`config.mk`:
```
export PLATFORM = sky130hd
export DESIGN_NAME = alarm_ring_scheduler
export DESIGN_NICKNAME = d
export VERILOG_FILES = /design/src/rtl/alarm_ring_scheduler.sv
export SDC_FILE = /design/constraint.sdc
export NUM_CORES = 1
export LEC_CHECK = 0
export BUFFER_PORTS_ARGS = -buffer_cell sky130_fd_sc_hd__buf_2
export CORE_ASPECT_RATIO = 1.4
export CORE_MARGIN = 2
export CORE_UTILIZATION = 58
export CTS_BUF_LIST = sky130_fd_sc_hd__clkbuf_4 sky130_fd_sc_hd__clkbuf_8 sky130_fd_sc_hd__clkbuf_16
export DETAILED_ROUTE_END_ITERATION = 6
export PLACE_DENSITY = 0.82
export SLEW_MARGIN = 20
export SYNTH_ARGS = -nofsm -noshare
export SYNTH_HDL_FRONTEND = slang
export SYNTH_SLANG_ARGS = --single-unit
```
`constraint.sdc`:
```
create_clock -name clock -period 4.25 [get_ports clock]
set_clock_uncertainty 0.15 [all_clocks]
set_input_delay 1.275 -clock clock [delete_from_list [all_inputs] [get_ports clock]]
set_output_delay 1.275 -clock clock [all_outputs]
set_load 0.05 [all_outputs]
```
`src/rtl/alarm_ring_scheduler.sv`:
```
// rtl/alarm_ring_scheduler.sv - two-alarm ring/snooze/timeout sequencer
// Arbitrates alarm match edges, then runs ring, snooze and unattended-timeout sequencing.
module alarm_ring_scheduler #(
  parameter int SNOOZE_MIN       = 9,
  parameter int RING_TIMEOUT_MIN = 5,
  parameter int MAX_SNOOZE       = 3
) (
  input  logic       clock,
  input  logic       reset,
  input  logic       min_tick,
  input  logic       beat_tick,
  input  logic [1:0] match,
  input  logic       snooze,
  input  logic       dismiss,
  output logic       ringing,
  output logic       buzzer,
  output logic [1:0] active_id,
  output logic       snoozing,
  output logic [3:0] snooze_left,
  output logic [2:0] snooze_cnt,
  output logic [1:0] missed
);

  localparam logic [3:0] SNOOZE_LEN  = 4'(SNOOZE_MIN);
  localparam logic [3:0] TIMEOUT_LEN = 4'(RING_TIMEOUT_MIN);
  localparam logic [2:0] SNOOZE_MAX  = 3'(MAX_SNOOZE);

  typedef enum logic [1:0] {
    S_IDLE   = 2'd0,
    S_RING   = 2'd1,
    S_SNOOZE = 2'd2
  } state_t;

  state_t     state_q, state_d;
  logic [1:0] match_q;
  logic [1:0] pend_q, pend_d;
  logic [1:0] active_id_q, active_id_d;
  logic [1:0] missed_q, missed_d;
  logic [3:0] ring_cnt_q, ring_cnt_d;
  logic [3:0] snooze_left_q, snooze_left_d;
  logic [2:0] snooze_cnt_q, snooze_cnt_d;
  logic       buzzer_q, buzzer_d;
  logic       ringing_q, ringing_d;
  logic       snoozing_q, snoozing_d;
  logic [1:0] rise;
  logic [3:0] ring_cnt_inc;

  always_ff @(posedge clock) begin
    if (reset) begin
      state_q       <= S_IDLE;
      match_q       <= 2'b00;
      pend_q        <= 2'b00;
      active_id_q   <= 2'b00;
      missed_q      <= 2'b00;
      ring_cnt_q    <= 4'd0;
      snooze_left_q <= 4'd0;
      snooze_cnt_q  <= 3'd0;
      buzzer_q      <= 1'b0;
      ringing_q     <= 1'b0;
      snoozing_q    <= 1'b0;
    end else begin
      state_q       <= state_d;
      match_q       <= match;
      pend_q        <= pend_d;
      active_id_q   <= active_id_d;
      missed_q      <= missed_d;
      ring_cnt_q    <= ring_cnt_d;
      snooze_left_q <= snooze_left_d;
      snooze_cnt_q  <= snooze_cnt_d;
      buzzer_q      <= buzzer_d;
      ringing_q     <= ringing_d;
      snoozing_q    <= snoozing_d;
    end
  end

  always_comb begin
    rise          = match & ~match_q;
    ring_cnt_inc  = ring_cnt_q + 4'd1;
    state_d       = state_q;
    active_id_d   = active_id_q;
    missed_d      = missed_q;
    ring_cnt_d    = ring_cnt_q;
    snooze_left_d = snooze_left_q;
    snooze_cnt_d  = snooze_cnt_q;
    buzzer_d      = 1'b0;
    // A new edge from the alarm currently being served is dropped, not queued.
    pend_d        = pend_q | (rise & ~active_id_q);

    case (state_q)
      S_IDLE: begin
        if (dismiss) missed_d = 2'b00;
        if (pend_q != 2'b00) begin
          state_d      = S_RING;
          active_id_d  = pend_q[0] ? 2'b01 : 2'b10;
          pend_d       = pend_d & ~active_id_d;
          ring_cnt_d   = 4'd0;
          snooze_cnt_d = 3'd0;
          buzzer_d     = 1'b1;
        end
      end
      S_RING: begin
        buzzer_d = beat_tick ? ~buzzer_q : buzzer_q;
        if (min_tick) ring_cnt_d = ring_cnt_inc;
        if (dismiss) begin
          state_d     = S_IDLE;
          active_id_d = 2'b00;
          buzzer_d    = 1'b0;
        end else if (snooze && (snooze_cnt_q < SNOOZE_MAX)) begin
          state_d       = S_SNOOZE;
          snooze_left_d = SNOOZE_LEN;
          snooze_cnt_d  = snooze_cnt_q + 3'd1;
          buzzer_d      = 1'b0;
        end else if (min_tick && (ring_cnt_inc == TIMEOUT_LEN)) begin
          state_d     = S_IDLE;
          missed_d    = missed_q | active_id_q;
          active_id_d = 2'b00;
          buzzer_d    = 1'b0;
        end
      end
      S_SNOOZE: begin
        if (dismiss) begin
          state_d       = S_IDLE;
          active_id_d   = 2'b00;
          snooze_left_d = 4'd0;
        end else if (min_tick) begin
          if (snooze_left_q == 4'd1) begin
            state_d       = S_RING;
            snooze_left_d = 4'd0;
            ring_cnt_d    = 4'd0;
            buzzer_d      = 1'b1;
          end else begin
            snooze_left_d = snooze_left_q - 4'd1;
          end
        end
      end
      default: begin
        state_d     = S_IDLE;
        active_id_d = 2'b00;
      end
    endcase

    ringing_d  = (state_d == S_RING);
    snoozing_d = (state_d == S_SNOOZE);
  end

  assign ringing     = ringing_q;
  assign buzzer      = buzzer_q;
  assign active_id   = active_id_q;
  assign snoozing    = snoozing_q;
  assign snooze_left = snooze_left_q;
  assign snooze_cnt  = snooze_cnt_q;
  assign missed      = missed_q;

endmodule

```
; Word level (Yosys, flattened, before mapping)
; Cells that the tools add are included.
[totals]
reg_bits = 24
latch_bits = 0
ramBits = 0
mem_bits_ro = 0
out_inout_bits = 14
memories = 0
[classes]
addsub = 3
n_mul = 0
n_div = 0
order_cmp = 1
n_eq_ne = 21
shift = 0
muxes = 46
bitwise = 9
n_reduce_logical = 12
[op_table]
columns = operator, count
row1 = 2-to-1 mux 4 bit, 10
row2 = 2-to-1 mux 2 bit, 18
row3 = inequality test 2 bit (second input constant), 11
row4 = one-hot mux 2 bit (3 select lines), 2
row5 = one-hot mux 4 bit (3 select lines), 1
row6 = AND reduction 4 bit, 3
row7 = 2-to-1 mux 3 bit, 3
row8 = inequality test 3 bit (second input constant), 3
row9 = 2-to-1 mux 1 bit, 8
row10 = one-hot mux 4 bit (2 select lines), 1
row11 = AND 2 bit, 3
row12 = NOT 2 bit, 3
row13 = one-hot mux 3 bit (2 select lines), 1
row14 = AND reduction 6 bit, 1
row15 = nonzero test 2 bit, 3
row16 = inequality test 5 bit (second input constant), 1
row17 = AND reduction 5 bit, 1
row18 = adder 4 x 1 -> 4 bit (second input constant), 1
row19 = equality test 2 x 1 -> 1 bit (second input constant), 2
row20 = equality test 2 bit (second input constant), 2
row21 = equality test 4 x 1 -> 1 bit (second input constant), 1
row22 = equality test 4 x 3 -> 1 bit (second input constant), 1
row23 = OR 2 bit, 2
row24 = one-hot mux 2 bit (2 select lines), 1
row25 = 8 further kinds, 9

; Longest topological paths before layout
[logic_depth]
word_depth = 8
ltp_mapped = 6

; Worst setup path before layout
; OpenSTA, ideal clock, no wires.
[synth_timing]
path_kind = input-to-reg
startpoint = input dismiss
endpoint = register snooze_left_q[2] (netlist: snooze_left[2])
setup_time_ns = 0.132
arrival_ns = 2.155
slack_ns = 1.812
path_stages = 5
path_cell_list = clkbuf_1 -> nor3b_2 -> nand3_1 -> a31oi_1 -> a21oi_1
[synth_between]
elab_chain_cells = 2
[synth_lines]
columns = element, line_no
row1 = "start, declared", 14  ; input logic dismiss,
row2 = "inequality test 3 bit (no source line), or another cell as far along", -
row3 = AND reduction 4 bit (no source line) or one-hot mux 4 bit (2 select lines) (tied branches), -
row4 = "end signal, assigned", 68  ; snooze_left_q <= snooze_left_d;
row5 = "end, declared", 40  ; logic [3:0] snooze_left_q, snooze_left_d;
; Several ways; a longest one is shown, not always the timed one.
; A chain may end at the register's enable or synchronous reset.

; Final worst setup path
[layout_timing]
startpoint = register snooze_left_q[2] (netlist: snooze_left[2])
endpoint = output snooze_left[2]
[layout_rtl]
columns = element, line_no
row1 = "end, declared", 19  ; output logic [3:0] snooze_left,
; No word-level cell between the ends.

==> flow_summary.yaml <==
timing:
  final.min_clock_period_ps: 2536
  worst_slew_pin_slew_ps: 906.9
  setup_viol: 0
  fmaxAchievable_ghz: 0.3943
  relSlewSlack: 0.3935
  finalHoldViolCount: 0
  finalSetupTns_ps: 0
  rsz0062_at_grt: "false"
  period_share: 0.5968
  drv_slew: 0
global_route:
  antenna_found_initial: 0
  grt-ovfl-total: 0
  grt_pass1_vias: 1140
  grt_max_degree: 18
  grt_pass1_wl_um: 4795
  grtUsageTotal: 0.2439
logic_synthesis:
  yosysWarnings: 0
  synth_area_um2: 1249
  synth_cell_type_count: 44
  synth_ff_type: "dfxtp_1"
  syn_area_per_cell_um2: 8.672
  synthArstFlopShare: 0
  synthesis.nets: 157
  ys_seq_elements: 24
  synth_edf_count: 0
  seq_area_frac_synth: 0.3848
  synth_cells: 144
power:
  power_mw: 0.5248
  p_leak_nw: 0.5882
  irDropWorstVdd_mv: 0.2679
  powerDensity_nw_per_um2: 371.5
clock_tree:
  clockRootBuffer: "clkbuf_4"
  cts_sinks: 24
  insertion_delay_ps: 330
  hold_buffers: 0
  cts_tree: "done"
  post_cts_buffers: 0
  cts_resized: 0
  cts_made_buffers: 3
  clockBufferDepth: 2
  h-tree-depth: 1
  clk_pin_slew_ps: 140
floorplan:
  rows: 19
  die-area_um2: 2545
  start_util: 0.6253
  core_um2: 1997
  io-pin-count: 22
  die_y_um: 58.90
  die_w_um: 43.22
drt:
  dr.first_iter.drc_count: 30
  antenna_left: 0
  first_pass_iters: 4
  detail_route.wl_per_cell_um: 15.36
  drcViolationCount: 0
  drt-total-wl_um: 2842
  vias_per_cell: 6.503
  vias: 1203
critical_path:
  required_ps: 2820
  end_kind: "output port"
  crit_chain: "buf_2"
  path_class: "reg2out"
  worst-path-buf-inv: 1
  cp_slowest_cell: "dfxtp_1"
  crit_path_max_incr_delay_ps: 470
  crit_family: "flip-flops"
  start_kind: "register"
  cp_max_fo: 7
  cp.arrival_ps: 1110
finish:
  final_util: 0.7074
  finalNetCount: 178
  finalInstanceArea_um2: 1413
  synthToLayoutAreaGrowth_pct: 13.13
  antenna_cells: 0
  drive_above_1_share: 0.1768
place:
  portBuffers: 21
  dp_hpwl_um: 2036
  routabilityCongestion: 0.8390
  post_dp_cell_area_um2: 1360
flow_run:
  drv_cap: 0
run_status:
  run_status: "completed"
hold_path:
  hp-class: "reg2reg"
cell families (layout without fill, tap and decap cells):
logic type      count (synthesis)  count (layout)  synth area share
simple gates                   55              55            0.2515
compound gates                 44              44            0.2435
flops                          24              24            0.3848
buf+inv                        12              32           0.03707
fa+ha+maj                       5               5           0.05010
mux                             4               4           0.03307
report_power, final:
part           internal (mW)  leakage (nW)  switching, mW
Combinational         0.0348         0.365         0.0676
Sequential             0.237         0.195         0.0155
Clock                 0.0955        0.0279         0.0741
routing by layer:
layer	up-vias	wire, µm	global-route usage
met2	37	1449	0.4179
met4	0	54	0.1255
li1	583	-	-
met5	-	0	0
met3	7	121	0.04294
met1	576	1217	0.2865
per-stage QoR:
| stage | instances | hold WS, ps | worst slack (ps) |
|---|---|---|---|
| 2_1_floorplan | 144 | 320.9 | 1812 |
| 3_3_place_gp | 181 | 295.3 | 1587 |
| 3_5_place_dp | 181 | 303.7 | 1489 |
| 4_1_cts | 185 | 335.2 | 1738 |
| 5_1_grt | 185 | 370.9 | 1649 |
| 6_report | 185 | 336.9 | 1714 |
path summary, 6_finish.rpt:
| path | to | cells past startpoint | slack, ps | from |
|---|---|---|---|---|
| setup reg to reg | ringing$_SDFF_PP0_ | 5 | 2110 | ring_cnt_q[0]$_SDFFE_PP0P_ |
| setup / recovery | snooze_left[2] | 1 | 1710 | snooze_left[2]$_SDFFE_PP0P_ |
| hold / removal | missed[0]$_SDFFE_PP0P_ | 1 | 340 | missed[0]$_SDFFE_PP0P_ |
| hold reg to reg | missed[0]$_SDFFE_PP0P_ | 1 | 340 | missed[0]$_SDFFE_PP0P_ |
sequential cells by signal (all words and copies together) (netlist names), 2 cells and up:
signal and flops:
snooze_left 4, ring_cnt_q 4, active_id 2, pend_q 2, state_q 2, missed 2, snooze_cnt 3, match_q 2
cell usage in the layout, fill, tap and decap left out, types with 3 or more instances in the layout:
| master | n |
|---|---|
| a21oi_1 | 10 |
| buf_2 | 21 |
| clkbuf_4 | 3 |
| dfxtp_1 | 24 |
| ha_1 | 5 |
| inv_1 | 7 |
| mux2i_1 | 3 |
| nand2_1 | 13 |
| nand3_1 | 7 |
| nor2_1 | 5 |
| nor2b_1 | 6 |
| nor3_1 | 5 |
| nor3b_1 | 5 |
| o21ai_0 | 9 |
| o31ai_1 | 3 |
synthesized netlist by cell type, drive strengths merged (2+ instances only):
library cell,number,area [µm²]
a311oi,2,17.52
nand3,7,35.03
o31ai,3,22.52
a31oi,2,12.51
o21a,2,15.01
o211ai,2,15.01
clkbuf,4,15.01
ha,5,62.56
nor3,5,25.02
o21ai,9,45.04
a21oi,10,50.05
a32o,2,20.02
or2,2,12.51
mux2i,3,30.03
and3,2,12.51
o211a,2,20.02
nor2b,6,37.54
nor2,5,18.77
nand2,13,48.80
nor3b,6,50.05
dfxtp,24,480.5
inv,7,26.28
cell type report:
| type | count | area [µm²] |
|---|---|---|
| Clock inverter | 1 | 30.03 |
| Multi-Input combinational cell | 108 | 721.9 |
| Fill cell | 159 | 584.3 |
| Tap cell | 21 | 26.28 |
| Sequential cell | 24 | 480.5 |
| Timing Repair Buffer | 21 | 105.1 |
| Clock buffer | 3 | 22.52 |
| Inverter | 7 | 26.28 |
Note: power is estimated with default switching activity, not from simulation.
